### config.mk
export PLATFORM = sky130hd
export DESIGN_NAME = sonic_echo_responder
export DESIGN_NICKNAME = d
export VERILOG_FILES = /design/src/rtl/sonic_pkg.sv /design/src/rtl/sonic_cycle_timer.sv /design/src/rtl/sonic_echo_responder.sv
export SDC_FILE = /design/constraint.sdc
export NUM_CORES = 1
export LEC_CHECK = 0
export BUFFER_PORTS_ARGS = -buffer_cell sky130_fd_sc_hd__buf_2
export CAP_MARGIN = 20
export CORE_MARGIN = 2
export CORE_UTILIZATION = 64
export DETAILED_ROUTE_END_ITERATION = 10
export PLACE_DENSITY = 0.9
export SETUP_SLACK_MARGIN = 0.15
export SYNTH_ARGS = -nofsm -noshare
export SYNTH_HDL_FRONTEND = slang
export SYNTH_HIERARCHICAL = 1
export SYNTH_SLANG_ARGS = --single-unit
export TNS_END_PERCENT = 20
### constraint.sdc
create_clock -name clk -period 4.8 [get_ports clk]
set_clock_uncertainty 0.15 [all_clocks]
set_input_delay 0.24 -clock clk [delete_from_list [all_inputs] [get_ports clk]]
set_output_delay 0.24 -clock clk [all_outputs]
set_load 0.005 [all_outputs]
### src/rtl/sonic_pkg.sv
// rtl/sonic_pkg.sv - shared types and protocol constants for the sonic trigger/echo link
// Contents: responder state enum, default protocol constants shared with the
// controller, and a distance range helper.
package sonic_pkg;

  typedef enum logic [2:0] {
    IDLE    = 3'd0,
    TRIG_HI = 3'd1,
    BURST   = 3'd2,
    ECHO    = 3'd3,
    HOLDOFF = 3'd4
  } sonic_state_e;

  // Protocol defaults; the controller uses the same values to time its side.
  localparam int unsigned DEF_MIN_TRIG_US = 10;
  localparam int unsigned DEF_US_PER_CM   = 58;
  localparam int unsigned DEF_TIMEOUT_US  = 38000;

  function automatic logic dist_in_range(input int unsigned d,
                                         input int unsigned lo,
                                         input int unsigned hi);
    return (d >= lo) && (d <= hi);
  endfunction

endpackage

### src/rtl/sonic_cycle_timer.sv
// rtl/sonic_cycle_timer.sv - clearable saturating cycle counter with terminal compare
// Ports:
//   clk, rst  : clock, synchronous active-high reset
//   clr       : force count to zero on the next edge (wins over en)
//   en        : advance the count by one, holding at all-ones
//   term      : terminal value to compare against
//   cnt       : current count
//   at_term   : cnt equals term
module sonic_cycle_timer #(
  parameter int unsigned CNT_W = 8
) (
  input  logic             clk,
  input  logic             rst,
  input  logic             clr,
  input  logic             en,
  input  logic [CNT_W-1:0] term,
  output logic [CNT_W-1:0] cnt,
  output logic             at_term
);

  logic [CNT_W-1:0] cnt_q;
  logic [CNT_W-1:0] cnt_d;

  always_comb begin
    cnt_d = cnt_q;
    if (clr) begin
      cnt_d = '0;
    end else if (en && (cnt_q != '1)) begin
      cnt_d = cnt_q + 1'b1;
    end
  end

  always_ff @(posedge clk) begin
    if (rst) begin
      cnt_q <= '0;
    end else begin
      cnt_q <= cnt_d;
    end
  end

  assign cnt     = cnt_q;
  assign at_term = (cnt_q == term);

endmodule

### src/rtl/sonic_echo_responder.sv
// rtl/sonic_echo_responder.sv - HC-SR04-style responder: trigger qualify, burst delay, echo pulse
// Ports:
//   clk, rst      : clock, synchronous active-high reset
//   trig          : trigger from controller (already in clk domain)
//   dist_cm       : target distance, sampled when a trigger is accepted
//   echo          : echo pulse, width encodes distance
//   busy          : high during burst, echo and hold-off
//   trig_short    : one-cycle pulse when a trigger is rejected as too short
//   out_of_range  : last accepted distance was outside MIN_CM..MAX_CM
module sonic_echo_responder
  import sonic_pkg::*;
#(
  parameter int unsigned CLK_PER_US  = 100,
  parameter int unsigned MIN_TRIG_US = DEF_MIN_TRIG_US,
  parameter int unsigned BURST_US    = 200,
  parameter int unsigned US_PER_CM   = DEF_US_PER_CM,
  parameter int unsigned MIN_CM      = 2,
  parameter int unsigned MAX_CM      = 400,
  parameter int unsigned TIMEOUT_US  = DEF_TIMEOUT_US,
  parameter int unsigned HOLDOFF_US  = 10000,
  parameter int unsigned DIST_W      = 9
) (
  input  logic              clk,
  input  logic              rst,
  input  logic              trig,
  input  logic [DIST_W-1:0] dist_cm,
  output logic              echo,
  output logic              busy,
  output logic              trig_short,
  output logic              out_of_range
);

  localparam int unsigned TIMEOUT_CYC = TIMEOUT_US * CLK_PER_US;
  localparam int unsigned CNT_W       = $clog2(TIMEOUT_CYC + 1);

  // Terminal counts are "cycles - 1" because the counter is zero on the
  // first cycle of each state.
  localparam logic [CNT_W-1:0] TRIG_MIN_CNT = CNT_W'(MIN_TRIG_US * CLK_PER_US - 1);
  localparam logic [CNT_W-1:0] BURST_TERM   = CNT_W'(BURST_US * CLK_PER_US - 1);
  localparam logic [CNT_W-1:0] HOLDOFF_TERM = CNT_W'(HOLDOFF_US * CLK_PER_US - 1);
  localparam logic [CNT_W-1:0] TIMEOUT_LEN  = CNT_W'(TIMEOUT_CYC);
  localparam logic [CNT_W-1:0] ECHO_MULT    = CNT_W'(US_PER_CM * CLK_PER_US);

  // The in-range echo width must fit in the counter, which is sized by the timeout.
  if (MAX_CM * US_PER_CM > TIMEOUT_US) begin : g_range_check
    $error("sonic_echo_responder: MAX_CM*US_PER_CM exceeds TIMEOUT_US");
  end

  sonic_state_e     state_q, state_d;
  logic             echo_q, echo_d;
  logic             busy_q, busy_d;
  logic             trig_short_q, trig_short_d;
  logic             oor_q, oor_d;
  logic             trig_d_q, trig_d_d;
  logic [CNT_W-1:0] echo_len_q, echo_len_d;

  logic             tmr_clr;
  logic             tmr_en;
  logic [CNT_W-1:0] tmr_term;
  logic [CNT_W-1:0] cnt;
  logic             at_term;
  logic             accept;
  logic             reject;
  logic             in_range;

  sonic_cycle_timer #(
    .CNT_W (CNT_W)
  ) u_timer (
    .clk     (clk),
    .rst     (rst),
    .clr     (tmr_clr),
    .en      (tmr_en),
    .term    (tmr_term),
    .cnt     (cnt),
    .at_term (at_term)
  );

  assign in_range = dist_in_range(32'(dist_cm), MIN_CM, MAX_CM);

  // Trigger qualification happens on the first low sample after the high phase.
  always_comb begin
    accept = 1'b0;
    reject = 1'b0;
    if ((state_q == TRIG_HI) && !trig) begin
      if (cnt >= TRIG_MIN_CNT) begin
        accept = 1'b1;
      end else begin
        reject = 1'b1;
      end
    end
  end

  // State register and all registered outputs.
  always_ff @(posedge clk) begin
    if (rst) begin
      state_q      <= IDLE;
      echo_q       <= 1'b0;
      busy_q       <= 1'b0;
      trig_short_q <= 1'b0;
      oor_q        <= 1'b0;
      trig_d_q     <= 1'b1;
      echo_len_q   <= '0;
    end else begin
      state_q      <= state_d;
      echo_q       <= echo_d;
      busy_q       <= busy_d;
      trig_short_q <= trig_short_d;
      oor_q        <= oor_d;
      trig_d_q     <= trig_d_d;
      echo_len_q   <= echo_len_d;
    end
  end

  // Next-state logic and timer control.
  always_comb begin
    state_d  = state_q;
    tmr_term = '1;
    unique case (state_q)
      IDLE: begin
        if (trig && !trig_d_q) begin
          state_d = TRIG_HI;
        end
      end
      TRIG_HI: begin
        if (accept) begin
          state_d = BURST;
        end else if (reject) begin
          state_d = IDLE;
        end
      end
      BURST: begin
        tmr_term = BURST_TERM;
        if (at_term) begin
          state_d = ECHO;
        end
      end
      ECHO: begin
        tmr_term = echo_len_q - CNT_W'(1);
        if (at_term) begin
          state_d = HOLDOFF;
        end
      end
      HOLDOFF: begin
        tmr_term = HOLDOFF_TERM;
        if (at_term) begin
          state_d = IDLE;
        end
      end
      default: begin
        state_d = IDLE;
      end
    endcase
    // Count restarts on every state entry; in TRIG_HI it only counts high samples.
    tmr_clr = (state_d != state_q);
    tmr_en  = (state_q != TRIG_HI) || trig;
  end

  // Output logic: outputs are registered from the next state so they line up
  // with the state they describe.
  always_comb begin
    echo_d       = (state_d == ECHO);
    busy_d       = (state_d == BURST) || (state_d == ECHO) || (state_d == HOLDOFF);
    trig_short_d = reject;
    trig_d_d     = trig;
    oor_d        = oor_q;
    echo_len_d   = echo_len_q;
    if (accept) begin
      oor_d      = !in_range;
      echo_len_d = in_range ? (CNT_W'(dist_cm) * ECHO_MULT) : TIMEOUT_LEN;
    end
  end

  assign echo         = echo_q;
  assign busy         = busy_q;
  assign trig_short   = trig_short_q;
  assign out_of_range = oor_q;

endmodule

==> results of run 1 <==
placed cells by master, fill, tap and decap left out, types with 3 or more instances in the layout:
cell type,n
sky130_fd_sc_hd__nor4_1,18
sky130_fd_sc_hd__inv_1,77
sky130_fd_sc_hd__nor2_1,57
sky130_fd_sc_hd__xnor2_1,23
sky130_fd_sc_hd__o21ai_1,6
sky130_fd_sc_hd__nor2b_1,3
sky130_fd_sc_hd__dfxtp_1,49
sky130_fd_sc_hd__o31ai_1,6
sky130_fd_sc_hd__xor2_1,33
sky130_fd_sc_hd__nand2b_1,7
sky130_fd_sc_hd__or3_1,6
sky130_fd_sc_hd__a21o_1,6
sky130_fd_sc_hd__o21ai_0,16
sky130_fd_sc_hd__conb_1,3
sky130_fd_sc_hd__and2_1,3
sky130_fd_sc_hd__nand3_1,15
sky130_fd_sc_hd__or4_1,6
sky130_fd_sc_hd__fa_1,23
sky130_fd_sc_hd__ha_1,57
sky130_fd_sc_hd__nand2_1,35
sky130_fd_sc_hd__a21oi_1,21
sky130_fd_sc_hd__nor3_1,11
sky130_fd_sc_hd__buf_2,15
sky130_fd_sc_hd__or2_2,4
sky130_fd_sc_hd__o211ai_1,4
sky130_fd_sc_hd__a211oi_1,12
sky130_fd_sc_hd__nor4_2,3
sky130_fd_sc_hd__clkbuf_8,5
sky130_fd_sc_hd__a22oi_1,4
sky130_fd_sc_hd__nand4_1,8
sky130_fd_sc_hd__a311oi_1,3
sequential cells by signal (all words and copies together), names as in the netlist:
signal / cells
busy: 1
echo: 1
echo_len_q: 19
out_of_range: 1
state_q: 3
trig_d_q: 1
trig_short: 1
u_timer/cnt: 22
power breakdown:
group	switching (mW)	leakage, nW	internal, mW
combinational	0.411	1.73	0.291
sequential	0.00565	0.395	0.409
clock	0.136	0.0450	0.101
total	0.553	2.17	0.802
cells by family (layout without fill, tap and decap cells):
logic type      Yosys count  in the layout  share of synthesized area
compound gates           96             96                      0.137
xor+xnor                 56             56                      0.104
other cells               1              3                   0.000799
buf+inv                  90            102                     0.0743
simple gates            194            194                      0.223
mux                       1              1                    0.00213
flops                    49             49                      0.209
fa+ha+maj                80             80                      0.250
stage by stage:
step | worst slack [ns] | total power [mW] | util
3_5_place_dp | 0.337 | 1.12 | 0.677
4_1_cts | 0.647 | 1.36 | 0.688
5_1_grt | 0.348 | 1.48 | 0.688
6_report | 0.642 | 1.35 | 0.688
3_3_place_gp | 0.464 | 1.09 | 0.677
2_1_floorplan | 0.733 | 0.976 | -
final timing paths:
kind                               from                      endpoint  slack [ns]  depth (start not counted)
min                                trig           trig_d_q$_SDFF_PP1_        0.03                          2
max reg2reg  echo_len_q[3]$_SDFFE_PP0P_  u_timer/cnt[18]$_SDFFE_PP0P_        0.74                         16
max                          dist_cm[3]   echo_len_q[21]$_SDFFE_PP0P_        0.64                         16
min reg2reg   out_of_range$_SDFFE_PP0P_     out_of_range$_SDFFE_PP0P_        0.35                          2
metal layers:
layer  part of all wire  routed length (um)  vias to the layer above
met5                  0                   0                        -
met4              0.014                 143                        0
met3              0.041                 433                       15
met2               0.48                4980                       86
met1               0.47                4910                     1903
li1                   -                   -                     1986
area by class of cell:
| cell class | instances | area [um2] |
|---|---|---|
| inverter | 77 | 289 |
| sequential | 49 | 981 |
| timing repair buffer | 17 | 90.1 |
| clock inverter | 2 | 10.0 |
| multi-input combinational | 430 | 3370 |
| clock buffer | 6 | 72.6 |
| tap | 99 | 124 |
| fill | 586 | 2240 |
==> results.tsv, run 1 <==
stage	metric	value	unit
status	status	finished, final reports clean	
synthesis	yosys_warnings	6	
global_routing	grt_pass1_wl	18000	um
synthesis	seq_area_frac_synth	0.209	
cts	cts.repair_timing.setup_buffer_count	0	
layout	proportion_of_layout_cells_with_a_drive_suffix_above_1	0.0775	
critical_path	cp-start-kind	primary input	
critical_path	cp_cell_sequence	buf_2, ha_1, inv_1, fa_1, inv_1, fa_1, inv_1, fa_1, inv_1, ha_1, nand3_1, o211ai_2, nor4_2, nor2_1, or4_1, a311oi_1	
synthesis	ys_types	61	
floorplan	io-pin-count	16	
global_routing	gr-max-usage-layer	met2	
synthesis	netlist_instances	567	
power_and_ir_drop	static-leakage-power	2.17	nW
layout	area.growth.synth_to_final	5.20	%
drt	first_pass_iters	5	
global_routing	groute.usage.overall	0.285	
cts	clkLatencyLatePin	0.30	ns
power_and_ir_drop	power_per_cell_area	274	nW/um2
cts	maximum_level_of_the_cts_h_tree	2	
critical_path	worst-setup-path-type	primary input to register	
worst_hold_path	min-delay-path-class	primary input to register	
global_routing	grt_overflow	0	
synthesis	synthDominantAreaCellType	sky130_fd_sc_hd__dfxtp_1	
sta	finalCritPeriodShare	0.866	
global_routing	grt_pass1_vias	3845	
critical_path	path_buf_inv	5	
cts	cts_hold_repair.buffers	0	
synthesis	number_of_flops_mapped_to_enable_cells_by_yosys	0	
placed_design	gp_routability_congestion	0.945	
drt	detail-route-antenna-nets	0	
critical_path	worstPathArrival	4.22	ns
sta	final_hold_viol_count	0	
sta	layout_min_cycle_time	4.16	ns
synthesis	yosys_most_used_dff	sky130_fd_sc_hd__dfxtp_1	
layout	antennaDiodeCount	0	
critical_path	crit_path_max_fanout	5	
synthesis	netlist_top_cells_area	sky130_fd_sc_hd__dfxtp_1 (21%), sky130_fd_sc_hd__ha_1 (15%), sky130_fd_sc_hd__fa_1 (9.8%)	
cts	tritoncts_clock_tree	built	
sta	tightest_slew	0.984	ns
drt	drc	0	
sta	max_freq	240	MHz
placed_design	hpwlAfterDp	8550	um
cts	root_buffer	sky130_fd_sc_hd__clkbuf_8	
sta	whs	0.0313	ns
cts	cts-resized-gates	0	
layout	stdcell_area	4940	um2
synthesis	post_synthesis_sequential_element_count	49	
placed_design	post_dp_cell_area	4860	um2
synthesis	post-synth-top-count-cell	sky130_fd_sc_hd__inv_1	
run	max_cap_check_violation_count	0	
floorplan	rows	31	
cts	clockBufferDepth	2	
floorplan	floorplan.initialDensity	0.654	
synthesis	synthDominantCellAreaShare	0.209	
power_and_ir_drop	worst_ir_drop_vdd	318	uV
synthesis	post_synth.cell_area_avg	8.28	um2
placed_design	port_buffers	15	
drt	detail_route.vias_per_cell	5.87	
drt	detailed_route_wl	10500	um
synthesis	ys_async_sr_fraction	0	
placed_design	placed_cells	672	
critical_path	slowest_delay	0.52	ns
critical_path	crit_path_frequent_cell	sky130_fd_sc_hd__inv_1	
global_routing	grt.met1_usage	0.399	
global_routing	antenna_found_initial	0	
floorplan	die_height	89.7	um
critical_path	critical_path_required	4.86	ns
floorplan	dieArea	8040	um2
floorplan	die-width	89.7	um
cts	cts_sinks	49	
cts	cts-buffers-inserted	5	
cts	cts.clk_slew.worst_paths	0.08	ns
sta	maxSlewHeadroom	0.341	
synthesis	netlist_area	4700	um2
global_routing	grt_max_degree	30	
sta	finalSetupViolations	0	
sta	final-max-slew-violation-count	0	
synthesis	synth_top_cells_by_count	sky130_fd_sc_hd__inv_1 (77), sky130_fd_sc_hd__ha_1 (57), sky130_fd_sc_hd__nor2_1 (57)	
sta	rsz0062_at_grt	no	
floorplan	design.core.area	7180	um2
global_routing	globalRouteMet2Util	0.472	
drt	wl_per_cell	15.4	um
drt	via_count	3990	
critical_path	cpLargestDelayFamily	adder cells	
global_routing	grt_use_met3	0.0393	
critical_path	worstSetupEndpointType	register	
layout	finalNonFillerCells	680	
sta	timing.setup.tns	0	ns
layout	finish.net_count	672	
drt	detail_route.iter0.violations	221	
critical_path	cpMaxStageDelayCell	sky130_fd_sc_hd__fa_1	
No activity file was read; power rests on OpenSTA's default activity.
==> inputs of run 2 (changes only) <==
- clock period: 4.8 -> 4.65 ns (I/O delays scaled with it)
==> results.tsv, run 2 (same netlist as run 1, synthesis figures left out) <==
stage	metric	value	unit	change
power_and_ir_drop	static-leakage-power	2.18	nW	+0.42%
global_routing	grt_max_degree	30		unchanged
drt	detail_route.vias_per_cell	5.90		+0.60%
critical_path	worstPathArrival	4.20	ns	-0.02 ns
power_and_ir_drop	worst_ir_drop_vdd	412	uV	+30%
layout	max_ffs_per_register	22		unchanged
drt	via_count	4008		+0.45%
floorplan	floorplan.initialDensity	0.654		unchanged
layout	layout_common_cells	sky130_fd_sc_hd__inv_1 (77), sky130_fd_sc_hd__nor2_1 (57), sky130_fd_sc_hd__ha_1 (57)		
cts	cts-resized-gates	0		unchanged
critical_path	worst-setup-path-type	primary input to register		
critical_path	cp-start-kind	primary input		
placed_design	hpwlAfterDp	8460	um	-1.0%
sta	final-max-slew-violation-count	0		unchanged
sta	finalSetupViolations	0		unchanged
sta	final_hold_viol_count	0		unchanged
run	max_cap_check_violation_count	0		unchanged
cts	cts_sinks	49		unchanged
sta	finalCritPeriodShare	0.889		
worst_hold_path	min-delay-path-class	primary input to register		
floorplan	rows	31		unchanged
layout	proportion_of_layout_cells_with_a_drive_suffix_above_1	0.0776		+0.000134
sta	rsz0062_at_grt	no		
global_routing	grt_overflow	0		unchanged
critical_path	path_buf_inv	5		unchanged
global_routing	groute.usage.overall	0.282		-0.00270
floorplan	die_height	89.7	um	unchanged
placed_design	gp_routability_congestion	0.954		+0.97%
power_and_ir_drop	power_per_cell_area	294	nW/um2	+7.1%
critical_path	worstSetupEndpointType	register		
sta	maxSlewHeadroom	0.262		-0.0789
layout	layout.cells.most_common	sky130_fd_sc_hd__inv_1		
placed_design	port_buffers	15		unchanged
cts	root_buffer	sky130_fd_sc_hd__clkbuf_8		
critical_path	crit_path_max_fanout	5		unchanged
cts	cts.clk_slew.worst_paths	0.09	ns	about the same
status	status	finished, final reports clean		
critical_path	slowest_delay	0.53	ns	about the same
drt	wl_per_cell	15.4	um	about the same
cts	tritoncts_clock_tree	built		
sta	layout_min_cycle_time	4.13	ns	
critical_path	cp_cell_sequence	buf_2, ha_1, inv_1, fa_1, inv_1, fa_1, inv_1, fa_1, inv_1, ha_1, nand3_1, o211ai_2, nor4_2, nor2_1, or4_1, a311oi_1		
cts	clockBufferDepth	2		unchanged
critical_path	cpMaxStageDelayCell	sky130_fd_sc_hd__fa_1		
drt	detail-route-antenna-nets	0		unchanged
sta	timing.setup.tns	0	ns	unchanged
sta	max_freq	242	MHz	
power_and_ir_drop	finalPower	1.46	mW	+7.6%
global_routing	grt_pass1_vias	3811		-0.88%
floorplan	io-pin-count	16		unchanged
sta	tightest_slew	1.10	ns	+0.118 ns
cts	cts_hold_repair.buffers	0		unchanged
drt	detail_route.iter0.violations	288		+30%
layout	antennaDiodeCount	0		unchanged
cts	clkLatencyLatePin	0.30	ns	about the same
layout	area.growth.synth_to_final	5.65	%	
floorplan	design.core.area	7180	um2	unchanged
floorplan	die-width	89.7	um	unchanged
layout	finish.net_count	672		unchanged
cts	cts.repair_timing.setup_buffer_count	0		unchanged
critical_path	crit_path_frequent_cell	sky130_fd_sc_hd__inv_1		
critical_path	critical_path_required	4.71	ns	-0.15 ns
drt	detailed_route_wl	10400	um	-0.23%
drt	drc	0		unchanged
cts	maximum_level_of_the_cts_h_tree	2		unchanged
drt	first_pass_iters	5		unchanged
cts	cts-buffers-inserted	5		unchanged
global_routing	antenna_found_initial	0		unchanged
critical_path	cpLargestDelayFamily	adder cells		
floorplan	dieArea	8040	um2	unchanged
global_routing	grt_pass1_wl	17900	um	-0.49%
## run 2: cell types whose count changed in the layout (fill, tap and decap cells not counted), sizes merged
cell / before / now
bufinv: 0 / 1
clkbuf: 6 / 5
clkinv: 2 / 1
## run 2: metal layers
layer	wire length, um	part of all wire	global-route usage	vias up
li1	-	-	-	1970
met1	5100	0.49	0.411	1915
met2	4770	0.46	0.451	107
met3	407	0.039	0.0384	16
met4	153	0.015	0.0556	0
met5	0	0	0	-
## run 2: path summary, 6_finish.rpt
| path | depth (start not counted) | slack, ns | start | end |
|---|---|---|---|---|
| setup / recovery | 16 | 0.52 | dist_cm[3] | echo_len_q[21]$_SDFFE_PP0P_ |
| hold / removal | 2 | 0.02 | trig | trig_d_q$_SDFF_PP1_ |
| setup reg to reg | 16 | 0.56 | echo_len_q[3]$_SDFFE_PP0P_ | u_timer/cnt[18]$_SDFFE_PP0P_ |
| hold reg to reg | 2 | 0.35 | out_of_range$_SDFFE_PP0P_ | out_of_range$_SDFFE_PP0P_ |
## run 2: power by group
part           switching [mW]  internal, mW  leakage (nW)
registers             0.00603         0.423         0.395
clock network           0.141         0.157        0.0540
logic                   0.430         0.301          1.73
## run 2: area by class of cell
class	count	area [um2]
clock buffers	5	68.8
well taps	99	124
inverters	77	289
flip-flops and latches	49	981
fillers	576	2210
repair buffers	17	90.1
clock inverters	2	35.0
multi-input cells	430	3370
## run 2: per-stage QoR
step	hold slack, ns	util	setup slack, ns	instances	area [um2]
global placement	0.316	0.677	0.320	672	4860
detailed placement	0.323	0.677	0.210	672	4860
floorplan	0.189	-	0.590	569	4700
finish	0.0160	0.691	0.515	679	4960
CTS	0.0101	0.691	0.509	679	4960
global route	0.0196	0.691	0.242	679	4960
## run 2: worst reg2reg max path: cells and delay by family, from the launching register on
kind            cells  cell delay, ns
xor+xnor            2            0.25
compound gates      3            0.58
simple gates        9            2.37
buf+inv             2            0.26
flops               1            0.38
==> inputs of run 3 (changes only) <==
- CAP_MARGIN: 20 -> not set
- CORE_MARGIN: 2 -> 5
==> results.tsv, run 3 (same netlist as run 1, synthesis figures left out) <==
stage	metric	value	unit	change
status	status	finished, final reports clean		
cts	cts-resized-gates	0		unchanged
global_routing	grt_pass1_vias	4026		+5.6%
critical_path	worstPathArrival	4.36	ns	+0.16 ns
critical_path	worst-setup-path-type	primary input to register		
global_routing	grt_pass1_wl	18300	um	+2.2%
placed_design	hpwlAfterDp	8480	um	+0.27%
global_routing	groute.usage.overall	0.249		-0.0328
critical_path	reg2reg_from	echo_len_q[8]$_SDFFE_PP0P_		
placed_design	placed_cells	672		unchanged
power_and_ir_drop	worst_ir_drop_vdd	347	uV	-16%
critical_path	critical_path_required	4.71	ns	about the same
drt	wl_per_cell	15.5	um	+0.61%
global_routing	grt_overflow	0		unchanged
cts	cts-buffers-inserted	5		unchanged
sta	final-max-slew-violation-count	0		unchanged
sta	timing.setup.tns	0	ns	unchanged
critical_path	crit_path_frequent_cell	sky130_fd_sc_hd__inv_1		
floorplan	floorplan.initialDensity	0.651		-0.00352
floorplan	die_height	95.7	um	+6.7%
cts	cts_sinks	49		unchanged
layout	finish.net_count	672		unchanged
layout	multi_input_area	3370	um2	unchanged
floorplan	design.core.area	7210	um2	+0.54%
cts	root_buffer	sky130_fd_sc_hd__clkbuf_8		
sta	whs	0.0168	ns	+0.000804 ns
layout	layout.cells.most_common	sky130_fd_sc_hd__inv_1		
critical_path	cpLargestDelayFamily	adder cells		
critical_path	worstSetupStartpoint	dist_cm[3]		
cts	clkLatencyLatePin	0.30	ns	about the same
sta	maxSlewHeadroom	0.380		+0.118
cts	cts.clk_slew.worst_paths	0.09	ns	about the same
cts	clockBufferDepth	2		unchanged
layout	area.sequential	981	um2	unchanged
worst_hold_path	min-delay-path-class	primary input to register		
layout	finalNonFillerCells	680		+0.15%
global_routing	antenna_found_initial	0		unchanged
sta	finalCritPeriodShare	0.925		+0.0353
layout	proportion_of_layout_cells_with_a_drive_suffix_above_1	0.0775		-0.000134
critical_path	worstSetupEndpointType	register		
cts	cts_hold_repair.buffers	0		unchanged
critical_path	cpMaxStageDelayCell	sky130_fd_sc_hd__fa_1		
drt	drc	0		unchanged
drt	detail_route.vias_per_cell	6.12		+3.6%
cts	cts.repair_timing.setup_buffer_count	0		unchanged
floorplan	dieArea	9150	um2	+14%
layout	max_ffs_per_register	22		unchanged
critical_path	cp-start-kind	primary input		
critical_path	cp_cell_sequence	buf_2, ha_1, inv_1, fa_1, inv_1, fa_1, inv_1, fa_1, inv_1, ha_1, nand3_1, o211ai_2, nor4_2, nor2_1, or4_1, a311oi_1		
cts	tritoncts_clock_tree	built		
layout	post-route-util	0.685		-0.00614
power_and_ir_drop	power_per_cell_area	286	nW/um2	-2.5%
critical_path	crit_path_max_fanout	5		unchanged
drt	detail_route.iter0.violations	279		-3.1%
placed_design	gp_routability_congestion	0.997		+4.5%
drt	via_count	4160		+3.8%
floorplan	rows	31		unchanged
critical_path	path_buf_inv	5		unchanged
floorplan	die-width	95.7	um	+6.7%
worst_hold_path	hold_start	trig		
drt	detail-route-antenna-nets	0		unchanged
sta	finalSetupViolations	0		unchanged
sta	layout_min_cycle_time	4.30	ns	+0.164 ns
layout	area.growth.synth_to_final	5.28	%	
run	max_cap_check_violation_count	0		unchanged
power_and_ir_drop	static-leakage-power	2.17	nW	-0.39%
layout	layout_common_cells	sky130_fd_sc_hd__inv_1 (77), sky130_fd_sc_hd__nor2_1 (57), sky130_fd_sc_hd__ha_1 (57)		
global_routing	grt_max_degree	30		unchanged
sta	max_freq	233	MHz	-3.8%
floorplan	io-pin-count	16		unchanged
sta	rsz0062_at_grt	no		
placed_design	post_dp_cell_area	4860	um2	unchanged
layout	antennaDiodeCount	0		unchanged
placed_design	port_buffers	15		unchanged
drt	detailed_route_wl	10500	um	+0.76%
layout	layout.filler_cells	557		-3.3%
drt	first_pass_iters	5		unchanged
critical_path	slowest_delay	0.55	ns	+0.02 ns
cts	maximum_level_of_the_cts_h_tree	2		unchanged
sta	tightest_slew	0.927	ns	-0.176 ns
layout	stdcell_area	4940	um2	-0.35%
sta	final_hold_viol_count	0		unchanged
## run 3: changes by cell type in the layout (fill, tap and decap cells not counted), sizes merged
cell / delta
clkbuf: +1
inv: +1
bufinv: -1
## run 3: area by class of cell
class	instances	share of cell area
Clock buffer	6	0.0147
Clock inverter	2	0.00278
Inverter	77	0.0585
Multi-Input combinational cell	430	0.682
Sequential cell	49	0.198
Tap cell	99	0.0251
Timing Repair Buffer	17	0.0182
## run 3: report_power, final
part           total (mW)  switching (mW)  leakage (nW)  internal, mW
Combinational       0.735           0.432          1.73         0.303
Clock               0.252           0.145        0.0456         0.107
Sequential          0.429         0.00601         0.395         0.423
Total                1.42           0.583          2.17         0.833
## run 3: worst paths after layout
kind / slack [ns] / cells after the start / to
setup / recovery: 0.35 / 16 / echo_len_q[21]$_SDFFE_PP0P_
setup reg to reg: 0.63 / 16 / u_timer/cnt[18]$_SDFFE_PP0P_
hold / removal: 0.02 / 2 / trig_d_q$_SDFF_PP1_
hold reg to reg: 0.36 / 2 / out_of_range$_SDFFE_PP0P_
## run 3: per-layer routing
layer  routed length, um  track usage  vias to the layer above
li1                    -            -                     1970
met1                4430        0.325                     1992
met2                5180        0.423                      172
met3                 659       0.0355                       26
met4                 246       0.0841                        0
met5                   0            0                        -
## run 3: per-stage QoR
step | total power [mW] | setup slack (ns)
2_1_floorplan | 1.01 | 0.590
3_3_place_gp | 1.12 | 0.316
3_5_place_dp | 1.17 | 0.0698
4_1_cts | 1.41 | 0.381
5_1_grt | 1.54 | 0.161
6_report | 1.42 | 0.351
